`config.mk`:
```
export PLATFORM = sky130hd
export DESIGN_NAME = fetch_unit
export DESIGN_NICKNAME = d
export VERILOG_FILES = /design/src/rtl/sisc_pkg.sv /design/src/rtl/pc_unit.sv /design/src/rtl/fetch_unit.sv
export SDC_FILE = /design/constraint.sdc
export NUM_CORES = 1
export LEC_CHECK = 0
export CORE_UTILIZATION = 50
export CTS_BUF_LIST = sky130_fd_sc_hd__clkbuf_2 sky130_fd_sc_hd__clkbuf_4 sky130_fd_sc_hd__clkbuf_8
export DETAILED_ROUTE_END_ITERATION = 7
export GPL_ROUTABILITY_DRIVEN = 1
export HOLD_SLACK_MARGIN = 0.05
export PLACE_DENSITY_LB_ADDON = 0.15
export SLEW_MARGIN = 20
export SYNTH_ARGS = -nofsm -noshare
export SYNTH_HDL_FRONTEND = slang
export SYNTH_SLANG_ARGS = --single-unit
```
`constraint.sdc`:
```
create_clock -name clk -period 7.3 [get_ports clk]
set_input_delay 0.73 -clock clk [delete_from_list [all_inputs] [get_ports clk]]
set_output_delay 0.73 -clock clk [all_outputs]
set_load 0.01 [all_outputs]
```
`src/rtl/sisc_pkg.sv`:
```
// sisc_pkg: definitions shared by the fetch unit and the control unit.
//   - opcode_e      : instruction opcodes carried in ir[31:28]
//   - field bounds  : bit positions of the opcode, mm and imm fields
//   - fetch_state_e : encoding of the fetch FSM states
package sisc_pkg;

  typedef enum logic [3:0] {
    OP_NOOP = 4'd0,
    OP_BRA  = 4'd4,
    OP_BRR  = 4'd5,
    OP_ALU  = 4'd8,
    OP_HLT  = 4'd15
  } opcode_e;

  localparam int OPCODE_MSB = 31;
  localparam int OPCODE_LSB = 28;
  localparam int MM_MSB     = 27;
  localparam int MM_LSB     = 24;
  localparam int IMM_MSB    = 15;
  localparam int IMM_LSB    = 0;
  localparam int IMM_W      = IMM_MSB - IMM_LSB + 1;

  typedef enum logic {
    ST_IDLE = 1'b0,
    ST_BUSY = 1'b1
  } fetch_state_e;

endpackage

```
`src/rtl/pc_unit.sv`:
```
// pc_unit: program counter register with its next-pc selection.
// Ports:
//   clk, rst_f   : clock, synchronous active-high reset
//   pc_write     : update pc this cycle
//   pc_sel       : 0 = pc+1, 1 = branch target
//   br_sel       : 1 = absolute target (imm), 0 = relative target (pc+imm)
//   imm          : unsigned branch offset/target taken from the current ir
//   pc           : current program counter
module pc_unit
  import sisc_pkg::*;
#(
  parameter int PC_W = 16
) (
  input  logic             clk,
  input  logic             rst_f,
  input  logic             pc_write,
  input  logic             pc_sel,
  input  logic             br_sel,
  input  logic [IMM_W-1:0] imm,
  output logic [PC_W-1:0]  pc
);

  logic [PC_W-1:0] pc_q;
  logic [PC_W-1:0] pc_d;
  logic [PC_W-1:0] imm_ext;

  // imm is unsigned, so it is zero-extended (or truncated) to pc width;
  // all sums simply wrap at 2^PC_W.
  assign imm_ext = PC_W'(imm);

  always_comb begin
    pc_d = pc_q;
    if (pc_write) begin
      if (!pc_sel) begin
        pc_d = pc_q + PC_W'(1);
      end else if (br_sel) begin
        pc_d = imm_ext;
      end else begin
        pc_d = pc_q + imm_ext;
      end
    end
  end

  always_ff @(posedge clk) begin
    if (rst_f) begin
      pc_q <= '0;
    end else begin
      pc_q <= pc_d;
    end
  end

  assign pc = pc_q;

endmodule

```
`src/rtl/fetch_unit.sv`:
```
// fetch_unit: instruction fetch FSM, instruction register and timeout counter.
// Ports:
//   clk, rst_f          : clock, synchronous active-high reset
//   ir_load             : start a fetch at the current pc (ignored while busy)
//   pc_write/pc_sel/br_sel : pc update controls, forwarded to pc_unit
//   im_req/im_addr      : instruction memory request and address (held until ack/timeout)
//   im_rdata/im_ack     : instruction memory data and single-cycle acknowledge
//   ir, opcode, mm, imm : instruction register and its decoded fields
//   pc                  : current program counter
//   fetch_busy          : a fetch is outstanding
//   fetch_err           : sticky, set when a fetch times out
module fetch_unit
  import sisc_pkg::*;
#(
  parameter int PC_W    = 16,
  parameter int INSTR_W = 32,
  parameter int TIMEOUT = 8
) (
  input  logic               clk,
  input  logic               rst_f,
  input  logic               ir_load,
  input  logic               pc_write,
  input  logic               pc_sel,
  input  logic               br_sel,
  output logic               im_req,
  output logic [PC_W-1:0]    im_addr,
  input  logic [INSTR_W-1:0] im_rdata,
  input  logic               im_ack,
  output logic [INSTR_W-1:0] ir,
  output logic [3:0]         opcode,
  output logic [3:0]         mm,
  output logic [IMM_W-1:0]   imm,
  output logic [PC_W-1:0]    pc,
  output logic               fetch_busy,
  output logic               fetch_err
);

  localparam int CNT_W = $clog2(TIMEOUT + 1);
  localparam logic [CNT_W-1:0] LAST_WAIT = CNT_W'(TIMEOUT - 1);

  fetch_state_e       state_q, state_d;
  logic               im_req_q, im_req_d;
  logic [PC_W-1:0]    im_addr_q, im_addr_d;
  logic [INSTR_W-1:0] ir_q, ir_d;
  logic [CNT_W-1:0]   wait_cnt_q, wait_cnt_d;
  logic               fetch_err_q, fetch_err_d;

  // The wait counter holds the number of ack-less BUSY cycles already seen,
  // so a fetch gives up at the end of its TIMEOUT-th BUSY cycle. An ack in
  // that same cycle still wins over the timeout.
  always_comb begin
    state_d     = state_q;
    im_req_d    = im_req_q;
    im_addr_d   = im_addr_q;
    ir_d        = ir_q;
    wait_cnt_d  = wait_cnt_q;
    fetch_err_d = fetch_err_q;
    case (state_q)
      ST_IDLE: begin
        if (ir_load) begin
          state_d    = ST_BUSY;
          im_req_d   = 1'b1;
          im_addr_d  = pc;
          wait_cnt_d = '0;
        end
      end
      ST_BUSY: begin
        if (im_ack) begin
          state_d  = ST_IDLE;
          im_req_d = 1'b0;
          ir_d     = im_rdata;
        end else if (wait_cnt_q == LAST_WAIT) begin
          // Timed out: substitute a NOOP (all-zero instruction).
          state_d     = ST_IDLE;
          im_req_d    = 1'b0;
          ir_d        = '0;
          fetch_err_d = 1'b1;
          wait_cnt_d  = '0;
        end else begin
          wait_cnt_d = wait_cnt_q + CNT_W'(1);
        end
      end
      default: begin
        state_d = ST_IDLE;
      end
    endcase
  end

  always_ff @(posedge clk) begin
    if (rst_f) begin
      state_q     <= ST_IDLE;
      im_req_q    <= 1'b0;
      im_addr_q   <= '0;
      ir_q        <= '0;
      wait_cnt_q  <= '0;
      fetch_err_q <= 1'b0;
    end else begin
      state_q     <= state_d;
      im_req_q    <= im_req_d;
      im_addr_q   <= im_addr_d;
      ir_q        <= ir_d;
      wait_cnt_q  <= wait_cnt_d;
      fetch_err_q <= fetch_err_d;
    end
  end

  // Branch targets always use the imm of the instruction currently in ir.
  pc_unit #(
    .PC_W(PC_W)
  ) u_pc_unit (
    .clk     (clk),
    .rst_f   (rst_f),
    .pc_write(pc_write),
    .pc_sel  (pc_sel),
    .br_sel  (br_sel),
    .imm     (imm),
    .pc      (pc)
  );

  assign im_req     = im_req_q;
  assign im_addr    = im_addr_q;
  assign ir         = ir_q;
  assign opcode     = ir_q[OPCODE_MSB:OPCODE_LSB];
  assign mm         = ir_q[MM_MSB:MM_LSB];
  assign imm        = ir_q[IMM_MSB:IMM_LSB];
  assign fetch_busy = (state_q == ST_BUSY);
  assign fetch_err  = fetch_err_q;

endmodule

```
# Word level (Yosys, flattened, before mapping)
# Cells that the tools add are included.
# classes
eq_ne	4
mux	16
n_reduce_logical	6
add_sub_neg	3
bitwise_logic	2
# op_table
operator	n
$mux W32	2
$mux W16	2
$add A16 B1 Y16 const B	1
$add A16 B16 Y16	1
$mux W4	3
$pmux W4 S2	1
$reduce_and A2 Y1	4
$mux W1	6
$add A4 B1 Y4 const B	1
$eq A4 B3 Y1 const B	1
$ne A2 B2 Y1 const B	2
$pmux W1 S2	2
$ne A3 B2 Y1 const B	1
$reduce_and A3 Y1	1
$not A1 Y1	2
$reduce_bool A2 Y1	1
# word_totals
in_bits	39
output_inout_bits	91
word_cells	38
ff_bits	71

# Logic depth before layout (Yosys ltp)
# Gate-level depths: netlist of the first run.
# logic_depth
ltp_word	4
ltp_mapped	8
depth_no_buf	8

# Hierarchy
# From an unflattened synthesis of the first run, not the netlist that was laid out.
# hier_totals
cells_unflattened	539
area_unflattened_um2	4475.5
# modules_own_cells
module	area_each_um2	seq_area_each_um2	n_inst	cells_per_inst
fetch_unit	2561.2	1101.1	1	277
pc_unit	1914.3	320.3	1	262

# Worst setup path after synthesis of the first run
# OpenSTA, ideal clock, no wires.
# synth_timing
path_kind	register to register
startpoint	reg u_pc_unit.pc_q[0] (netlist: u_pc_unit.pc[0])
endpoint	reg u_pc_unit.pc_q[12] (netlist: u_pc_unit.pc[12])
path_buffers	0
path_stages_with_launch	9
t_required_ns	7.164
setup_time_ns	0.136
period_less_slack_ns	2.379
arrival_ns	2.244
slack_ns	4.921
path_cell_list	dfxtp_1 ha_1 fa_1 a21o_1 a221oi_2 o21ai_1 a2111oi_0 a41o_1 o32ai_1
# synth_between
elab_chain_cells	3
elab_cells_between_ends	4
classes_between	2 x add/sub; 2 x mux
# synth_lines
item	line_no	text
from (decl)	pc_unit.sv:23	logic [PC_W-1:0] pc_q;
from (signal assigned)	pc_unit.sv:48	pc_q <= pc_d;
$add A16 B16 Y16	pc_unit.sv:39	pc_d = pc_q + imm_ext;
$mux W16	pc_unit.sv:36	end else if (br_sel) begin
$mux W16 *	pc_unit.sv:34	if (!pc_sel) begin
# Every way passes the cells marked *; elsewhere a longest branch is shown, timed or not.
# A chain may end at the register's enable or synchronous reset.

# Worst setup path in the final report of the first run
# layout_timing
startpoint	in br_sel
endpoint	reg u_pc_unit.pc_q[12] (netlist: u_pc_unit.pc[12])
# layout_between
elab_chain_cells	2
# layout_lines
item	line_no	text
from (decl)	fetch_unit.sv:24	input logic br_sel,
$mux W16	pc_unit.sv:36	
$mux W16	pc_unit.sv:34	
# No other way between the ends.

==> reports/results.txt, run 1 <==
first-pass GRT wire length = 17600 um
htree depth = 3
Crit Path Max Fanout = 20
Yosys reg bits = 71
clock latency on the worst-skew pair = 0.34 ns
Die Y = 89.8 um
synth top area cells = dfxtp_1 37%, a22o_1 7.3%, nand2_1 5.7%
status = complete, no violations
GR Overflow Total = 0
clk_skew = 0.00756 ns
setup TNS = 0 ns
Critical Path RT = 7.54 ns
hold_ws = 0.456 ns
Yosys top cell by area = dfxtp_1
post-synth cell types = 59
Max VDD drop = 0.0978 mV
hold buffers post-CTS = 0
DR vias = 3811
core area = 7330 um2
initial core utilization = 52.5%
root buffer cell = clkbuf_8
Crit. End Element = flop
CP peak stage delay = 0.97 ns
Period minus WS final = 2.82 ns
vias in the first global route = 3590
placed cell count = 638
Net Count, Synth = 509
period utilization = 38.6%
kind of critical path = in -> reg
Final Slew Violations = 0
HP Start = im_addr[6]
Worst-Margin Slew = 0.773 ns
Highest Clock Rate = 355 MHz
most frequent cell after synthesis = dfxtp_1
cells along the critical path = clkdlybuf4s50_1 > clkinv_1 > nand2_1 > a2111oi_0 > a41o_1 > o32ai_1
RSZ-0062 raised after global routing = false
relative slew slack = 48.3%
Total Nets Final = 607
synth warn = 0
post-route insts no fill = 654
Place WS = 4.25 ns
critical path arrival = 3.06 ns
Layout area overhead = 35.4%
PostCTS Resize Cnt = 0
HPWL after DPL = 7860 um
startpoint types = primary input
Avg Vias per Cell = 5.83
antenna violations before repair = 0
RR Startpoint = ir[0]
CTS buffer count = 9
Antenna Cells = 0
drt total wl = 10800 um
Finish-stage setup viols = 0
most frequent cells after synthesis = 71 x dfxtp_1, 58 x nand2_1, 43 x a21oi_1, 36 x nor2_1, 32 x a22o_1
Setup crit start = br_sel
Pre-antenna DRT Iters = 4
Post-synth EDFFs = 0
area fraction of the dominant cell type after synthesis = 36.9%
min setup slack post-route = 4.48 ns
Sink Count = 71
input/output buffers = 129
layout cells sized above 1 = 5.59%
Critical-path top delay cell = clkdlybuf4s50_1
Seq/Total Area, Yosys = 36.9%
HP Class = reg -> reg
global-route usage over all layers = 27.0%
Final Hold Vio Count = 0
CTS tree = done
final antenna-violating net count = 0
fraction of registers with async set/reset = 0%
Synth Cell Area = 3850 um2
per-cell routed wire length = 16.6 um
Final GP Congestion = 0.901
Mean Syn Cell Area = 8.52 um2
Die Footprint = 8060 um2
DR iter-0 viols = 340
leak pwr = 0.00195 uW
Longest Clk Path Bufs = 2
Reg clk slew, reported paths = 0.08 ns
Post-Syn Instances = 452
Core Rows = 31
drt drc = 0
largest net degree at the start of global routing = 43
# IOs = 130
postcts setup bufs = 0
most used flip-flop cell after synthesis = dfxtp_1
Max Cap Violations = 0
Die X = 89.8 um
pwr dens = 163 nW/um2
Pwr Total = 850 uW
==> worst paths after layout <==
path	cells past startpoint	endpoint	slack, ns
setup / recovery	6	u_pc_unit.pc[12]	4.48
hold / removal	2	im_addr[6]	0.46
setup reg to reg	8	u_pc_unit.pc[12]	4.62
hold reg to reg	2	im_addr[6]	0.46
==> cell families (layout without fill, tap and decap cells) <==
logic type      Yosys count  in the layout  share of synthesized area, %
compound gates          155            155                          28.3
flops                    71             71                          36.9
xor+xnor                 17             17                          3.87
fa+ha+maj                18             18                          6.04
simple gates            135            135                          16.5
mux                       3              3                         0.780
buf+inv                  53            156                          7.54
==> placed cells by master, fill, tap and decap left out, types with 4 or more instances in the layout <==
master,n
a22oi_1,7
nand2_1,58
xor2_1,5
a22o_1,32
a21oi_1,43
and3_1,6
nand2b_1,4
dfxtp_1,71
a311oi_1,4
buf_4,5
ha_1,17
nor2b_1,4
a21o_1,6
o211ai_1,4
a211oi_1,6
nor2_1,34
o21a_1,5
o21ai_0,17
clkbuf_8,10
clkdlybuf4s50_1,128
xnor2_1,12
inv_1,4
nor3_1,5
nand3_1,7
==> registers in the layout, indices dropped and copies added (netlist names) <==
signal        cells
ir               32
im_addr          16
u_pc_unit.pc     16
wait_cnt_q        4
fetch_busy        1
fetch_err         1
im_req            1
==> power breakdown <==
group	leakage (uW)	internal, uW	switching (uW)
Sequential	0.000577	401	22.3
Combinational	0.00129	77.1	68.6
Clock	0.0000887	136	145
==> area by class of cell <==
type / count / area [um2]
clock inverters: 5 / 33.8
clock buffers: 11 / 145
multi-input cells: 328 / 2140
fillers: 558 / 2120
repair buffers: 134 / 1320
inverters: 6 / 22.5
flip-flops and latches: 71 / 1420
well taps: 99 / 124
==> worst max-delay path, delay by kind of cell <==
kind            cells  cell delay (ns)
compound gates      3             0.59
simple gates        1             0.29
buf+inv             2             1.45
==> per-layer routing <==
metal | GRT usage (%) | share of wire (%)
met5 | 0 | 0
met4 | 10.9 | 2.1
met3 | 5.58 | 8.1
met2 | 42.6 | 46
met1 | 35.9 | 44
==> per-stage QoR <==
stage	utilization [%]	cell area (um2)
after detailed placement	68.7	5040
after global routing	71.1	5210
final	71.1	5210
after CTS	71.2	5220
after floorplan	-	3850
after global placement	68.7	5040
(Power assumes the default switching activity.)
==> inputs of run 2 (changes only) <==
CORE_UTILIZATION = 43   (was 50)
clock period = 2.29 ns   (was 7.3 ns; I/O delays follow)
==> run 2 against run 1 <==
Net effect: via count is 0.37% lower; first-iteration DRC count is 53% lower; total power grew to 3.3 times the previous value; highest routed layer unchanged; sequential share of layout area is 2.0 points lower.
==> reports/results.txt, run 2 (same netlist as run 1, synthesis figures left out) <==
status = complete, no violations (unchanged)
critical path arrival = 2.45 ns (was 3.06 ns)
Max VDD drop = 0.289 mV (was 0.0978 mV)
Die X = 96.6 um (was 89.8 um)
Longest Clk Path Bufs = 2 (unchanged)
hold buffers post-CTS = 0 (unchanged)
Hold Path End = im_addr[6] (unchanged)
Period minus WS final = 2.23 ns
Die Y = 96.6 um (was 89.8 um)
Highest Clock Rate = 448 MHz
leak pwr = 0.00221 uW (was 0.00195 uW)
CP top delay family = compound AO/OA/AOI/OAI gates (was buffers and inverters)
area taken by flip-flops and latches = 1420 um2 (about the same)
Hold Crit Depth = 2 (unchanged)
CP peak stage delay = 0.36 ns (was 0.97 ns)
CTS tree = done (unchanged)
DR vias = 3797 (was 3811)
RSZ-0062 raised after global routing = true (was false)
antenna violations before repair = 0 (unchanged)
Final GP Congestion = 0.865 (was 0.901)
HPWL after DPL = 8110 um (was 7860 um)
RR Startpoint = u_pc_unit.pc[0] (was ir[0])
# IOs = 130 (unchanged)
period utilization = 97.4%
Antenna Cells = 0 (unchanged)
Finish-stage setup viols = 0 (unchanged)
CTS buffer count = 9 (unchanged)
initial core utilization = 44.4% (was 52.5%)
final core area utilization = 65.0% (was 71.1%)
Pre-antenna DRT Iters = 4 (unchanged)
Core Rows = 34 (was 31)
Avg Vias per Cell = 5.36 (was 5.83)
Reg clk slew, reported paths = 0.08 ns (about the same)
Crit Path Max Fanout = 4 (was 20)
clk_skew = 0.0116 ns (was 0.00756 ns)
largest net degree at the start of global routing = 34 (was 43)
input/output buffers = 129 (unchanged)
cells along the critical path = ha_4 > fa_2 > a21o_1 > a221oi_4 > o21ai_2 > a2111oi_2 > a41o_1 > o32ai_2 (was clkdlybuf4s50_1 > clkinv_1 > nand2_1 > a2111oi_0 > a41o_1 > o32ai_1)
first-pass GRT wire length = 17600 um (about the same)
Largest register FFs = 32 (unchanged)
global-route usage over all layers = 23.0% (was 27.0%)
Total Nets Final = 654 (was 607)
most frequent cells in the layout = 129 x clkdlybuf4s50_1, 69 x dfxtp_1, 58 x nand2_1, 52 x buf_4, 42 x a21oi_1 (was 128 x clkdlybuf4s50_1, 71 x dfxtp_1, 58 x nand2_1, 43 x a21oi_1, 34 x nor2_1)
Layout area overhead = 46.5% (was 35.4%)
startpoint types = flop (was primary input)
Critical Path RT = 2.51 ns (was 7.54 ns)
drt drc = 0 (unchanged)
fillcell total = 743 (was 558)
relative slew slack = 58.1% (was 48.3%)
Sink Count = 71 (unchanged)
final antenna-violating net count = 0 (unchanged)
most common cell after layout, fill and taps aside = clkdlybuf4s50_1 (unchanged)
per-cell routed wire length = 15.3 um (was 16.6 um)
Final Slew Violations = 0 (unchanged)
kind of critical path = reg -> reg (was in -> reg)
core area = 8680 um2 (was 7330 um2)
vias in the first global route = 3555 (was 3590)
Final Hold Vio Count = 0 (unchanged)
Crit. End Element = flop (unchanged)
Die Footprint = 9340 um2 (was 8060 um2)
clock latency on the worst-skew pair = 0.34 ns (about the same)
area of the multi-input gates = 2190 um2 (was 2140 um2)
hold_ws = 0.453 ns (was 0.456 ns)
Worst-Margin Slew = 0.628 ns (was 0.773 ns)
Critical-path top delay cell = fa_2 (was clkdlybuf4s50_1)
root buffer cell = clkbuf_8 (unchanged)
HP Start = im_addr[6] (unchanged)
pwr dens = 504 nW/um2 (was 163 nW/um2)
GR Overflow Total = 0 (unchanged)
RR Endpoint = u_pc_unit.pc[12] (unchanged)
FF-to-FF setup slack = 0.06 ns (was 4.62 ns)
htree depth = 3 (unchanged)
Max Cap Violations = 0 (unchanged)
total buffers and inverters traversed by the critical path = 0 (was 2)
drt total wl = 10800 um (about the same)
HP Class = reg -> reg (unchanged)
layout cells sized above 1 = 14.0% (was 5.59%)
worst reg2reg path depth = 8 (unchanged)
DR iter-0 viols = 160 (was 340)
[run 2: tightest hold or removal path, stage by stage (launching register included)]
cell and delay [ns]:
dfxtp_1 0.31, nand2_1 0.05, a21oi_1 0.05
[run 2: how the worst max path moves through the flow]
stage | start | to | slack, ns | cells past startpoint
floorplan | u_pc_unit.pc[0] | u_pc_unit.pc[12] | 0.005 | 8
global placement | ir[0] | u_pc_unit.pc[12] | 0.06 | 8
detailed placement | ir[0] | u_pc_unit.pc[12] | -0.02 | 8
CTS | ir[0] | u_pc_unit.pc[12] | 0.02 | 8
global route | ir[0] | u_pc_unit.pc[12] | -0.04 | 8
finish | u_pc_unit.pc[0] | u_pc_unit.pc[12] | 0.06 | 8
[run 2: report_power, final]
group	internal, uW	total (uW)	switching [uW]
logic	288	552	264
registers	1280	1310	35.6
clock network	495	977	482
total	2060	2840	782
[run 2: metal layers]
metal / global-route usage, % / routed length, um / part of all wire (%)
met5: 0 / 0 / 0
met4: 6.66 / 76 / 0.70
met3: 4.05 / 624 / 5.8
met2: 33.9 / 4700 / 43
met1: 34.1 / 5430 / 50
[run 2: cell type report]
type                       count  area share [%]
clock inverter                 6            1.11
tap                          108            2.40
sequential                    71            25.2
clock buffer                   9            2.20
inverter                       6           0.399
timing repair buffer         181            29.8
multi-input combinational    328            38.8
[run 2: through the flow]
stage | setup WS (ns) | power [uW] | setup TNS [ns] | instance area, um2 | instances
after floorplan | 0.00545 | 1610 | 0 | 3870 | 452
after global placement | 0.0560 | 1880 | 0 | 5400 | 691
after detailed placement | -0.0205 | 1880 | -0.0205 | 5400 | 691
after CTS | 0.0248 | 2860 | 0 | 5590 | 706
after global routing | -0.0419 | 2970 | -0.0419 | 5640 | 709
final | 0.0598 | 2840 | 0 | 5640 | 709
[run 2: timing repair]
| item | in CTS | in global routing |
|---|---|---|
| hold endpoints to repair | 0 | 0 |
| endpoints found under the setup margin | 1 | 5 |
| pin swaps | 3 | 6 |
| resized for setup | 2 | 6 |
| buffers inserted | 0 | 3 |
==> inputs of run 3 (changes only) <==
CORE_UTILIZATION = 45   (was 43)
CTS_BUF_LIST = sky130_fd_sc_hd__clkbuf_2   (was sky130_fd_sc_hd__clkbuf_2 sky130_fd_sc_hd__clkbuf_4 sky130_fd_sc_hd__clkbuf_8)
SYNTH_HIERARCHICAL = 1   (was default)
==> run 3 against run 2 <==
Net effect: global-route usage is 3.7 points higher; sequential power hardly changed; highest routed layer unchanged; flip-flop and latch count stayed put; critical path type unchanged; design area is 5.5% higher; largest cell class unchanged; final cell count is 12% higher; register-to-register slack better by 0.07 ns.
==> reports/results.txt, run 3 <==
HP Class = in -> reg (was reg -> reg)
most frequent cells after synthesis = 90 x nand2_1, 78 x a21oi_1, 71 x dfxtp_1, 25 x buf_4 (was 71 x dfxtp_1, 58 x nand2_1, 43 x a21oi_1, 36 x nor2_1, 32 x a22o_1)
root buffer cell = clkbuf_2 (was clkbuf_8)
Antenna Cells = 0 (unchanged)
startpoint types = flop (unchanged)
fillcell total = 880 (was 743)
Period minus WS final = 2.16 ns (was 2.23 ns)
Max Cap Violations = 0 (unchanged)
drt total wl = 13600 um (was 10800 um)
relative slew slack = 49.6% (was 58.1%)
min setup slack post-route = 0.135 ns (was 0.0598 ns)
most used flip-flop cell after synthesis = dfxtp_1 (unchanged)
Final Slew Violations = 0 (unchanged)
final antenna-violating net count = 0 (unchanged)
Hold Crit Depth = 2 (unchanged)
RR Startpoint = ir[0] (was u_pc_unit.pc[0])
Largest register FFs = 32 (unchanged)
Crit. End Element = flop (unchanged)
synth warn = 6 (was 0)
area fraction of the dominant cell type after synthesis = 31.8% (was 36.9%)
clk_skew = 0.0320 ns (was 0.0116 ns)
Layout area overhead = 33.0% (was 46.5%)
CTS buffer count = 9 (unchanged)
most frequent cell after synthesis = nand2_1 (was dfxtp_1)
status = complete, no violations (unchanged)
Mean Syn Cell Area = 8.30 um2 (was 8.52 um2)
largest net degree at the start of global routing = 40 (was 34)
Yosys top cell by area = dfxtp_1 (unchanged)
Max VDD drop = 0.303 mV (was 0.289 mV)
clock latency on the worst-skew pair = 0.54 ns (was 0.34 ns)
Die X = 102 um (was 96.6 um)
core area = 9680 um2 (was 8680 um2)
Longest Clk Path Bufs = 2 (unchanged)
layout cells sized above 1 = 14.1% (was 14.0%)
Synth Cell Area = 4480 um2 (was 3850 um2)
Reg clk slew, reported paths = 0.23 ns (was 0.08 ns)
critical path arrival = 2.63 ns (was 2.45 ns)
FF-to-FF setup slack = 0.13 ns (was 0.06 ns)
antenna violations before repair = 0 (unchanged)
leak pwr = 0.00214 uW (was 0.00221 uW)
Post-synth EDFFs = 0 (unchanged)
worst reg2reg path depth = 8 (unchanged)
Pre-antenna DRT Iters = 4 (unchanged)
DR iter-0 viols = 147 (was 160)
Total Nets Final = 711 (was 654)
Net Count, Synth = 596 (was 509)
Worst-Margin Slew = 0.756 ns (was 0.628 ns)
pwr dens = 457 nW/um2 (was 504 nW/um2)
Highest Clock Rate = 464 MHz (was 448 MHz)
first-pass GRT wire length = 21100 um (was 17600 um)
Post-Syn Instances = 539 (was 452)
Yosys reg bits = 71 (unchanged)
Setup crit start = ir[0] (was u_pc_unit.pc[0])
global-route usage over all layers = 26.7% (was 23.0%)
initial core utilization = 46.2% (was 44.4%)
vias in the first global route = 4152 (was 3555)
RSZ-0062 raised after global routing = false (was true)
Final Hold Vio Count = 0 (unchanged)
Die Y = 102 um (was 96.6 um)
Core Rows = 36 (was 34)
CP Capture Point = u_pc_unit/pc[12] (was u_pc_unit.pc[12])
input/output buffers = 129 (unchanged)
Critical Path RT = 2.76 ns (was 2.51 ns)
setup TNS = 0 ns (unchanged)
Die Footprint = 10300 um2 (was 9340 um2)
drt drc = 0 (unchanged)
final core area utilization = 61.5% (was 65.0%)
Seq/Total Area, Yosys = 31.8% (was 36.9%)
fraction of registers with async set/reset = 0% (unchanged)
GR Overflow Total = 0 (unchanged)
postcts setup bufs = 0 (unchanged)
per-cell routed wire length = 17.2 um (was 15.3 um)
Sink Count = 71 (unchanged)
Avg Vias per Cell = 5.64 (was 5.36)
DR vias = 4468 (was 3797)
htree depth = 3 (unchanged)
Final GP Congestion = 0.897 (was 0.865)
kind of critical path = reg -> reg (unchanged)
synth top area cells = dfxtp_1 32%, a21oi_1 8.7%, nand2_1 7.5% (was dfxtp_1 37%, a22o_1 7.3%, nand2_1 5.7%)
period utilization = 94.1% (was 97.4%)
# IOs = 130 (unchanged)
RR Endpoint = u_pc_unit/pc[12] (was u_pc_unit.pc[12])
Crit Path Max Fanout = 3 (was 4)
HPWL after DPL = 10000 um (was 8110 um)
Place WS = 0.126 ns (was -0.0205 ns)
post-synth cell types = 65 (was 59)
most common cell after layout, fill and taps aside = clkdlybuf4s50_1 (unchanged)
most frequent cells in the layout = 128 x clkdlybuf4s50_1, 90 x nand2_1, 77 x a21oi_1, 67 x dfxtp_1, 33 x buf_4 (was 129 x clkdlybuf4s50_1, 69 x dfxtp_1, 58 x nand2_1, 52 x buf_4, 42 x a21oi_1)
CTS tree = done (unchanged)
Finish-stage setup viols = 0 (unchanged)
[run 3: cell count changes after synthesis, moves of 11 or more]
cell | before | now
a311oi_1 | 4 | 15
a22o_1 | 32 | 0
nor2_1 | 36 | 24
buf_6 | 0 | 12
a21oi_1 | 43 | 78
nand2_1 | 58 | 90
a311oi_2 | 0 | 19
[run 3: report_power, final]
part / switching (uW) / internal (uW) / total [uW]
sequential: 47.5 / 1280 / 1330
clock: 518 / 253 / 771
combinational: 319 / 299 / 618
[run 3: layer usage]
metal / track usage [%] / share of wire, % / vias up
met4: 9.03 / 1.6 / 0
met3: 6.56 / 6.6 / 19
li1: - / - / 2175
met5: 0 / 0 / -
met1: 34.6 / 44 / 2134
met2: 43.3 / 48 / 140
[run 3: cell families after synthesis]
logic type | after synthesis | synth area share, %
buffers and inverters | 70 | 10.5
flip-flops | 71 | 31.8
AND/OR/NAND/NOR | 176 | 19.1
AO/OA/AOI/OAI | 184 | 29.4
adder cells (fa/ha/maj) | 18 | 5.20
multiplexers | 6 | 1.34
XOR/XNOR | 14 | 2.74
[run 3: through the flow]
| step | power, uW | cell area [um2] | hold WS (ns) | instances |
|---|---|---|---|---|
| 5_1_grt | 2850 | 5950 | 0.203 | 792 |
| 2_1_floorplan | 1700 | 4480 | 0.389 | 539 |
| 3_3_place_gp | 1960 | 5820 | 0.444 | 776 |
| 3_5_place_dp | 1970 | 5820 | 0.446 | 776 |
| 6_report | 2720 | 5950 | 0.252 | 792 |
| 4_1_cts | 2740 | 5940 | 0.224 | 792 |
[run 3: final cells by class]
cell class	count	area, um2	area share (%)
tap	133	166	2.80
multi-input combinational	398	2600	43.7
inverter	8	30.0	0.504
sequential	71	1430	24.0
clock buffer	9	45.0	0.757
timing repair buffer	166	1610	27.1
clock inverter	7	72.6	1.22
[run 3: worst max-delay path, stage by stage (launching register included)]
cell	delay [ns]
dfxtp_1	0.36
ha_1	0.22
fa_1	0.42
a21oi_1	0.22
o211ai_1	0.16
a21oi_2	0.25
o21ai_2	0.09
xnor2_1	0.12
a221oi_1	0.27
[run 3: how the worst min path moves through the flow]
stage,startpoint,end,slack [ns]
after floorplan,im_rdata[17],ir[17],0.39
after global placement,im_addr[13],im_addr[13],0.44
after detailed placement,im_addr[0],im_addr[0],0.45
after CTS,rst_f,u_pc_unit/pc[1],0.22
after global routing,rst_f,u_pc_unit/pc[2],0.20
final,rst_f,u_pc_unit/pc[6],0.25
[run 3: repair_timing]
item	4_1_cts	5_1_grt
hold buffers	0	0
gates resized for setup	0	5
hold endpoints to repair	0	0
endpoints found under the setup margin	0	2
